[config.mk]
export PLATFORM = sky130hd
export DESIGN_NAME = inst_fetch_flat
export DESIGN_NICKNAME = d
export VERILOG_FILES = /design/src/rtl/inst_fetch_if.sv /design/src/rtl/inst_fetch.sv /design/src/flat_wrapper.sv
export SDC_FILE = /design/constraint.sdc
export NUM_CORES = 1
export LEC_CHECK = 0
export CORE_UTILIZATION = 48
export DETAILED_ROUTE_END_ITERATION = 12
export MAX_ROUTING_LAYER = met4
export PLACE_DENSITY = 0.77
export SYNTH_ARGS = -nofsm -noshare
export SYNTH_HDL_FRONTEND = slang
export SYNTH_SLANG_ARGS = --single-unit
[constraint.sdc]
create_clock -name clk -period 2.4 [get_ports clk]
set_input_delay 0.36 -clock clk [delete_from_list [all_inputs] [get_ports clk]]
set_output_delay 0.36 -clock clk [all_outputs]
set_load 0.01 [all_outputs]
[src/rtl/inst_fetch_if.sv]
// Fetch-side bundle: instruction memory request/response, execute redirect and decode handshake.
// master = fetch unit, slave = the memory/execute/decode environment around it.
interface inst_fetch_if #(
  parameter int ADDR_WIDTH = 32,
  parameter int DATA_WIDTH = 32
);
  logic [ADDR_WIDTH-1:0] imem_addr;
  logic [DATA_WIDTH-1:0] imem_inst;
  logic                  redirect_valid;
  logic [ADDR_WIDTH-1:0] redirect_pc;
  logic                  out_valid;
  logic                  out_ready;
  logic [DATA_WIDTH-1:0] out_inst;
  logic [ADDR_WIDTH-1:0] out_pc;
  logic                  out_fault;

  modport master (
    output imem_addr,
    input  imem_inst,
    input  redirect_valid, redirect_pc,
    output out_valid, out_inst, out_pc, out_fault,
    input  out_ready
  );

  modport slave (
    input  imem_addr,
    output imem_inst,
    output redirect_valid, redirect_pc,
    input  out_valid, out_inst, out_pc, out_fault,
    output out_ready
  );
endinterface

[src/rtl/inst_fetch.sv]
// Instruction fetch: PC owner for a 1-cycle-latency memory, 2-entry output buffer, redirect flush.
// Optional FETCH_MISALIGN_TRAP_EN: misaligned redirects emit one fault entry and halt fetch.
module inst_fetch #(
  parameter int                    ADDR_WIDTH = 32,
  parameter int                    DATA_WIDTH = 32,
  parameter logic [ADDR_WIDTH-1:0] RESET_PC   = '0
) (
  input  logic         clk,
  input  logic         rst_n,
  inst_fetch_if.master bus
);
  typedef struct packed {
    logic [DATA_WIDTH-1:0] inst;
    logic [ADDR_WIDTH-1:0] pc;
    logic                  fault;
  } entry_t;

  localparam logic [DATA_WIDTH-1:0] NOP = DATA_WIDTH'(32'h0000_0013);

  logic [ADDR_WIDTH-1:0] pc_q, req_pc_q, redirect_tgt;
  logic                  pend_q, trap_q;
  entry_t                fifo_q [2];
  logic [1:0]            count_q;
  logic                  run, trap, pop, push, issue;
  logic [2:0]            occ;
  entry_t                din;

`ifdef FETCH_MISALIGN_TRAP_EN
  typedef enum logic {RUN, HALT} state_t;
  state_t state_q, state_d;

  always_ff @(posedge clk or negedge rst_n)
    if (!rst_n) state_q <= RUN;
    else        state_q <= state_d;

  always_comb begin
    state_d = state_q;
    trap    = 1'b0;
    if (bus.redirect_valid) begin
      if (|bus.redirect_pc[1:0]) begin
        state_d = HALT;
        trap    = 1'b1;
      end else begin
        state_d = RUN;
      end
    end
  end

  assign run          = (state_q == RUN);
  assign redirect_tgt = bus.redirect_pc;
`else
  assign run          = 1'b1;
  assign trap         = 1'b0;
  assign redirect_tgt = bus.redirect_pc & ~ADDR_WIDTH'(3);
`endif

  // Occupancy counts buffered entries plus the response due this cycle.
  assign pop   = bus.out_valid & bus.out_ready;
  assign occ   = {1'b0, count_q} + {2'b0, pend_q} + {2'b0, trap_q};
  assign issue = run & ~bus.redirect_valid & (occ < (3'd2 + {2'b0, pop}));
  assign push  = ~bus.redirect_valid & (trap_q | (pend_q & run));
  assign din   = {(trap_q ? NOP : bus.imem_inst), req_pc_q, trap_q};

  always_ff @(posedge clk or negedge rst_n) begin
    if (!rst_n) begin
      pc_q     <= RESET_PC;
      req_pc_q <= '0;
      pend_q   <= 1'b0;
      trap_q   <= 1'b0;
    end else begin
      trap_q <= trap;
      if (bus.redirect_valid) begin
        pc_q   <= redirect_tgt;
        pend_q <= 1'b0;
        if (trap) req_pc_q <= bus.redirect_pc;
      end else if (issue) begin
        req_pc_q <= pc_q;
        pc_q     <= pc_q + ADDR_WIDTH'(4);
        pend_q   <= 1'b1;
      end else begin
        pend_q <= 1'b0;
      end
    end
  end

  // Shift FIFO: entry 0 is always the head, so outputs are plain register reads.
  always_ff @(posedge clk or negedge rst_n) begin
    if (!rst_n) begin
      count_q   <= '0;
      fifo_q[0] <= '0;
      fifo_q[1] <= '0;
    end else if (bus.redirect_valid) begin
      count_q <= '0;
    end else begin
      case ({push, pop})
        2'b10: begin
          fifo_q[count_q[0]] <= din;
          count_q            <= count_q + 2'd1;
        end
        2'b01: begin
          fifo_q[0] <= fifo_q[1];
          count_q   <= count_q - 2'd1;
        end
        2'b11: begin
          if (count_q == 2'd1) begin
            fifo_q[0] <= din;
          end else begin
            fifo_q[0] <= fifo_q[1];
            fifo_q[1] <= din;
          end
        end
        default: ;
      endcase
    end
  end

  assign bus.imem_addr = pc_q;
  assign bus.out_valid = (count_q != 2'd0);
  assign bus.out_inst  = fifo_q[0].inst;
  assign bus.out_pc    = fifo_q[0].pc;
  assign bus.out_fault = fifo_q[0].fault;
endmodule

[src/flat_wrapper.sv]
// flat-port wrapper written by rule: the top's interface ports become plain ports
module inst_fetch_flat 
#(
  parameter int                    ADDR_WIDTH = 32,
  parameter int                    DATA_WIDTH = 32,
  parameter logic [ADDR_WIDTH-1:0] RESET_PC   = '0
)
  (clk, rst_n, bus_imem_addr, bus_imem_inst, bus_redirect_valid, bus_redirect_pc, bus_out_valid, bus_out_inst, bus_out_pc, bus_out_fault, bus_out_ready);
  inst_fetch_if #(.ADDR_WIDTH(ADDR_WIDTH), .DATA_WIDTH(DATA_WIDTH)) bus_i ();
  input  logic clk;
  input  logic rst_n;
  output wire logic [$bits(bus_i.imem_addr)-1:0] bus_imem_addr;
  input wire logic [$bits(bus_i.imem_inst)-1:0] bus_imem_inst;
  input wire logic [$bits(bus_i.redirect_valid)-1:0] bus_redirect_valid;
  input wire logic [$bits(bus_i.redirect_pc)-1:0] bus_redirect_pc;
  output wire logic [$bits(bus_i.out_valid)-1:0] bus_out_valid;
  output wire logic [$bits(bus_i.out_inst)-1:0] bus_out_inst;
  output wire logic [$bits(bus_i.out_pc)-1:0] bus_out_pc;
  output wire logic [$bits(bus_i.out_fault)-1:0] bus_out_fault;
  input wire logic [$bits(bus_i.out_ready)-1:0] bus_out_ready;
  assign bus_imem_addr = bus_i.imem_addr;
  assign bus_i.imem_inst = bus_imem_inst;
  assign bus_i.redirect_valid = bus_redirect_valid;
  assign bus_i.redirect_pc = bus_redirect_pc;
  assign bus_out_valid = bus_i.out_valid;
  assign bus_out_inst = bus_i.out_inst;
  assign bus_out_pc = bus_i.out_pc;
  assign bus_out_fault = bus_i.out_fault;
  assign bus_i.out_ready = bus_out_ready;
  inst_fetch #(.ADDR_WIDTH(ADDR_WIDTH), .DATA_WIDTH(DATA_WIDTH), .RESET_PC(RESET_PC)) u_core (.clk(clk), .rst_n(rst_n), .bus(bus_i));
endmodule
==> metrics.cfg, run 1 <==
[timing]
hold-worst-slack_ns=0.467
tightest_slew_ns=0.601
period_minus_slack_ns=2.24
fin_ws_ns=0.165
hold_viol_final=0
skew_ns=0.00522
finalCritPeriodShare=0.931
fmax_mhz=447
max-slew-margin-rel=0.596
finalSetupViolCount=0
slew_violations=0
rsz0062_at_grt=false

[floorplan]
rows=49
core_sq_um=18300
io_pins=166
die-area_sq_um=19500
dieWidth_microns=140
start_util=0.498
die_h_microns=140

[critical_path]
cpMaxStageDelayCell=or3b_4
critPathMaxFanout=8
cp_data_required_time_ns=2.69
crit_chain=ha_1, or3b_4, a21o_2, buf_12, o41ai_1, a31oi_1
critPathLaunchType=flop
cp_slowest_stage_delay_ns=0.44
worstSetupEndpointType=flop
crit_type=reg2reg
cp_top_family=compound AO/OA/AOI/OAI gates
critPathArrivalTime_ns=2.52
crit_buf_inv=1

[synthesis]
synth_commonest_cells=dfrtp_1, nand2_1, nor2_1, a21oi_1, o21ai_0
ys_ff_latch=189
synthFlopType=dfrtp_1
synth.distinct_cells=51
syn_area_sq_um=9090
synth_warnings=0
yosysMostFrequentCell=dfrtp_1
async_flop_share=1.00
synthTopCellsByArea=dfrtp_1, nand2_1, buf_4, mux2i_1, a21oi_1
synth_top_area_share=0.520
synth_edf_count=0
yosysSeqAreaShare=0.520
synth_cells=942
syn_avg_cell_area_sq_um=9.65
yosys.area.top_type=dfrtp_1

[finish]
diodes=0
num-fill-cells=1536
syn2layout_area_growth_pct=25.8
multi_input_area_sq_um=3610
nets=1116
stdcell_count=1284
regArea_sq_um=4730
drive_above_1_share=0.112

[clock_tree]
clk_pin_slew_ns=0.07
cts-root-to-sink-buffers=2
cts_tree=done
htreeDepth=4
root_buffer=clkbuf_16
cts_buffers=17
clk_latency_ns=0.42
clock-sinks=189

[worst_hold_path]
hp-class=in2async

[route]
drt_wl_total_microns=21000
dr.pass1.iters=5
num_vias=7086
via_per_inst=5.52
drc=0
ant_nets=0
first_iter_violations=403
wire_per_inst_microns=16.4

[global_routing]
busiest_layer=met2
met3_usage=0.0392
grt_max_degree=125
grt_overflow=0
antenna_found_initial=0
use_met2=0.344
grt_pass1_wl_microns=35000
grt_use_met1=0.332
grt.total_usage=0.233
grt_pass1_vias=6775

[place]
pre_cts_ws_ns=-0.0437
gp_congestion=0.923
dp.cells=1252
numPortBuffers=161
dp_hpwl_microns=14100

[power]
switchingPower_w=0.00476
swShare=0.346
p_seq_frac=0.382
p_leak_nw=4.65
power_density_nw_per_um2=1210
p_clk_frac=0.213
ir_drop_uv=635
power.combinational.fraction=0.405
internal-power_w=0.00902

[outcome]
status=completed

[job]
maxCapViolations=0

## final timing paths
kind,start,end,slack [ns],depth (start not counted)
setup / recovery,u_core.count_q[0],u_core.bus.imem_addr[22],0.16,6
hold / removal,rst_n,u_core.bus.imem_addr[4],0.47,2
setup reg to reg,u_core.count_q[0],u_core.bus.imem_addr[22],0.16,6
hold reg to reg,u_core.fifo_q[30],u_core.fifo_q[30],0.48,2
max in group asynchronous,rst_n,u_core.req_pc_q[28],1.30,3
min in group clk,u_core.fifo_q[30],u_core.fifo_q[30],0.48,2
## stage by stage
stage               power, W  instance area (sq um)  TNS [ns]  utilization
floorplan            0.00891                   9100         0            -
global placement      0.0107                  10800   -0.0260        0.591
detailed placement    0.0109                  10800    -0.297        0.591
CTS                   0.0139                  11400         0        0.626
global route          0.0147                  11400         0        0.626
finish                0.0138                  11400         0        0.626
## registers in the layout (all words and copies together), names as in the netlist
signal	count
u_core.bus.imem_addr	30
u_core.bus.out_fault	1
u_core.bus.out_inst	32
u_core.bus.out_pc	31
u_core.count_q	2
u_core.fifo_q	62
u_core.pend_q	1
u_core.req_pc_q	30
## timing repair
item	CTS	global route
endpoints found under the hold margin	49	0
hold buffers	1	0
setup endpoints to repair	0	7
gates resized for setup	0	5
setup buffers	0	0
## routing by layer
metal / routed length (microns) / share of wire
met1: 9800 / 0.47
met2: 9860 / 0.47
met3: 1170 / 0.056
met4: 175 / 0.0083
met5: 0 / 0
## power by group through the flow
| stage | Clock, W | Combinational [W] | Sequential, W |
|---|---|---|---|
| 5_1_grt | 0.00315 | 0.00612 | 0.00543 |
| 6_report | 0.00294 | 0.00558 | 0.00527 |
| 3_3_place_gp | 0 | 0.00542 | 0.00525 |
| 2_1_floorplan | 0 | 0.00379 | 0.00512 |
| 3_5_place_dp | 0 | 0.00557 | 0.00533 |
| 4_1_cts | 0.00301 | 0.00562 | 0.00527 |
## layout by cell type (no fill, tap or decap), types with 9 or more instances in the layout
cell               n
a21oi_1           67
a22oi_1           29
a31oi_1           15
buf_12            14
buf_4             33
clkbuf_16         17
clkdlybuf4s50_1  160
dfrtp_1          189
inv_1             11
mux2_2            28
mux2i_1           35
nand2_1          145
nand3_1           14
nand4_1           11
nor2_1            81
nor2b_1            9
nor3_1             9
o21ai_0           69
o31ai_1           13
or4_1             10
xnor2_1           11
## cell families after synthesis
| kind of cell | after synthesis | synth area share |
|---|---|---|
| simple gates | 307 | 0.150 |
| other cells | 1 | 0.000412 |
| fa+ha+maj | 5 | 0.00688 |
| mux | 66 | 0.0768 |
| buf+inv | 139 | 0.0878 |
| compound gates | 224 | 0.147 |
| xor+xnor | 11 | 0.0106 |
| flops | 189 | 0.520 |
## layout make-up
class | instances | area share
well taps | 229 | 0.0251
clock buffers | 21 | 0.0394
inverters | 11 | 0.00361
repair buffers | 209 | 0.188
clock inverters | 10 | 0.0142
multi-input cells | 615 | 0.316
flip-flops and latches | 189 | 0.414
(Power assumes the default switching activity.)
==> inputs of run 2 (changes only) <==
--- a/config.mk
+++ b/config.mk
@@ -5,10 +5,11 @@
 export SDC_FILE = /design/constraint.sdc
 export NUM_CORES = 1
 export LEC_CHECK = 0
-export CORE_UTILIZATION = 48
+export CORE_UTILIZATION = 55
 export DETAILED_ROUTE_END_ITERATION = 12
+export DONT_BUFFER_PORTS = 1
 export MAX_ROUTING_LAYER = met4
-export PLACE_DENSITY = 0.77
+export PLACE_DENSITY = 0.73
 export SYNTH_ARGS = -nofsm -noshare
 export SYNTH_HDL_FRONTEND = slang
 export SYNTH_SLANG_ARGS = --single-unit
==> run 2 against run 1 <==
Net effect: non-clock buffer count decreased by 166; core utilization decreased by 2.1 points; fmax is 4.5% lower; first-iteration DRC count up 30%; critical path depth down 1; largest power group is now registers; combinational power shrank 31%; the flow now finishes with violations (hold timing); register-to-register slack worse by 0.10 ns; worst setup slack got worse by 0.10 ns; sequential share of layout area up 7.5 points; sequential power grew 7.6%; routed wire length is 6.4% lower; via count is 10% lower.
==> metrics.cfg, run 2 (synthesized netlist as in run 1, its figures left out) <==
[outcome]
status=finished with violations
violations=hold timing

[clock_tree]
cts-root-to-sink-buffers=2
cts_setup_buffers=0
cts_tree=done
clock-sinks=189
cts_buffers=17
root_buffer=clkbuf_16
clk_latency_ns=0.43
htreeDepth=4
ctsHoldBuffers=1
clk_pin_slew_ns=0.07

[timing]
hold_viol_final=189
tightest_slew_ns=0.563
finalCritPeriodShare=0.975
slew_violations=0
max-slew-margin-rel=0.622
fin_ws_ns=0.0597
fmax_mhz=427
hold-worst-slack_ns=-0.373
period_minus_slack_ns=2.34
finalSetupViolCount=0
skew_ns=0.0119

[route]
drc=0
wire_per_inst_microns=17.8
ant_nets=0
dr.pass1.iters=5
num_vias=6356
via_per_inst=5.75
first_iter_violations=523
drt_wl_total_microns=19700

[power]
switchingPower_w=0.00457
p_clk_frac=0.222
power.combinational.fraction=0.314
p_leak_nw=3.95
internal-power_w=0.00763
p_seq_frac=0.465
power_density_nw_per_um2=1260
ir_drop_uv=591
swShare=0.374

[critical_path]
startpoint=u_core.count_q[0]
critPathMaxFanout=6
crit_type=reg2reg
r2r_slack_ns=0.06
critPathLaunchType=flop
timing.rr.start=u_core.count_q[0]
worstSetupEndpointType=flop
cp_data_required_time_ns=2.74
critPathArrivalTime_ns=2.68
reg2reg_depth=5
reg2reg_to=u_core.bus.imem_addr[12]

[finish]
design_area_sq_um=9680
regArea_sq_um=4730
num-fill-cells=1377
largest_register_ffs=62
multi_input_area_sq_um=3620
top_register=u_core.fifo_q
syn2layout_area_growth_pct=6.41
diodes=0
final_common_cell=dfrtp_1
final_util=0.605
most-common-layout-cells=dfrtp_1, nand2_1, nor2_1, o21ai_0, a21oi_1
nets=950
drive_above_1_share=0.128

[job]
maxCapViolations=0

[floorplan]
dieWidth_microns=131
die_h_microns=131
io_pins=166
die-area_sq_um=17000
rows=46
start_util=0.568
core_sq_um=16000

[place]
numPortBuffers=0
pre_cts_ws_ns=-0.00822
placed_area_sq_um=9090
dp_hpwl_microns=12900
gp_congestion=0.893

[global_routing]
grt.total_usage=0.247
grt_pass1_wl_microns=31500
grt_pass1_vias=6131
grt_overflow=0
grt_max_degree=190
antenna_found_initial=0

[worst_hold_path]
hp-class=in2async

==> run 2: cell types whose count changed in the layout (fill, tap and decap cells not counted), sizes merged <==
cell | before | now
clkdlybuf4s50 | 160 | 0
buf | 47 | 42
bufinv | 4 | 1
clkinv | 2 | 5
clkbuf | 22 | 20
clkinvlp | 2 | 3
inv | 13 | 14
==> run 2: what timing repair did <==
item	CTS	global route
endpoints found under the hold margin	191	189
gates resized for setup	1	3
setup endpoints to repair	1	39
==> run 2: cell type report <==
class                      instances  share of cell area
tap                              216              0.0279
clock buffer                      20              0.0472
timing repair buffer              43              0.0466
inverter                          11             0.00427
sequential                       189               0.489
clock inverter                    12              0.0115
multi-input combinational        615               0.374
==> run 2: metal layers <==
metal / track usage / vias up / wire, microns
met5: - / - / 0
met4: 0.0717 / 0 / 197
met3: 0.0611 / 14 / 1440
met2: 0.371 / 208 / 9090
met1: 0.331 / 3049 / 8920
li1: - / 3085 / -
==> run 2: how the worst max path moves through the flow <==
stage	endpoint	cells after the start
floorplan	u_core.req_pc_q[30]	7
global placement	u_core.bus.imem_addr[18]	5
detailed placement	u_core.bus.imem_addr[8]	6
CTS	u_core.bus.imem_addr[16]	5
global route	u_core.bus.imem_addr[12]	5
finish	u_core.bus.imem_addr[12]	5
==> run 2: power by group through the flow <==
stage	clock network, W	logic, W	registers (W)
2_1_floorplan	0	0.00379	0.00512
3_3_place_gp	0	0.00367	0.00567
3_5_place_dp	0	0.00380	0.00574
4_1_cts	0.00277	0.00384	0.00568
5_1_grt	0.00290	0.00432	0.00585
6_report	0.00270	0.00383	0.00567
==> run 2: worst max-delay path, cell delays in order (launching register included) <==
cell and delay [ns]:
dfrtp_1 0.42, ha_1 0.35, or3b_4 0.46, a2111oi_2 0.45
or3b_1 0.39, a31oi_1 0.19
==> run 2: through the flow <==
| stage | setup TNS [ns] | hold WS [ns] | power (W) | std cells |
|---|---|---|---|---|
| final | 0 | -0.373 | 0.0122 | 1106 |
| after global routing | -0.00455 | -0.397 | 0.0131 | 1106 |
| after CTS | 0 | -0.390 | 0.0123 | 1106 |
| after detailed placement | -0.00822 | 0.0681 | 0.00954 | 1073 |
| after global placement | 0 | 0.0689 | 0.00933 | 1073 |
| after floorplan | 0 | 0.0644 | 0.00891 | 943 |
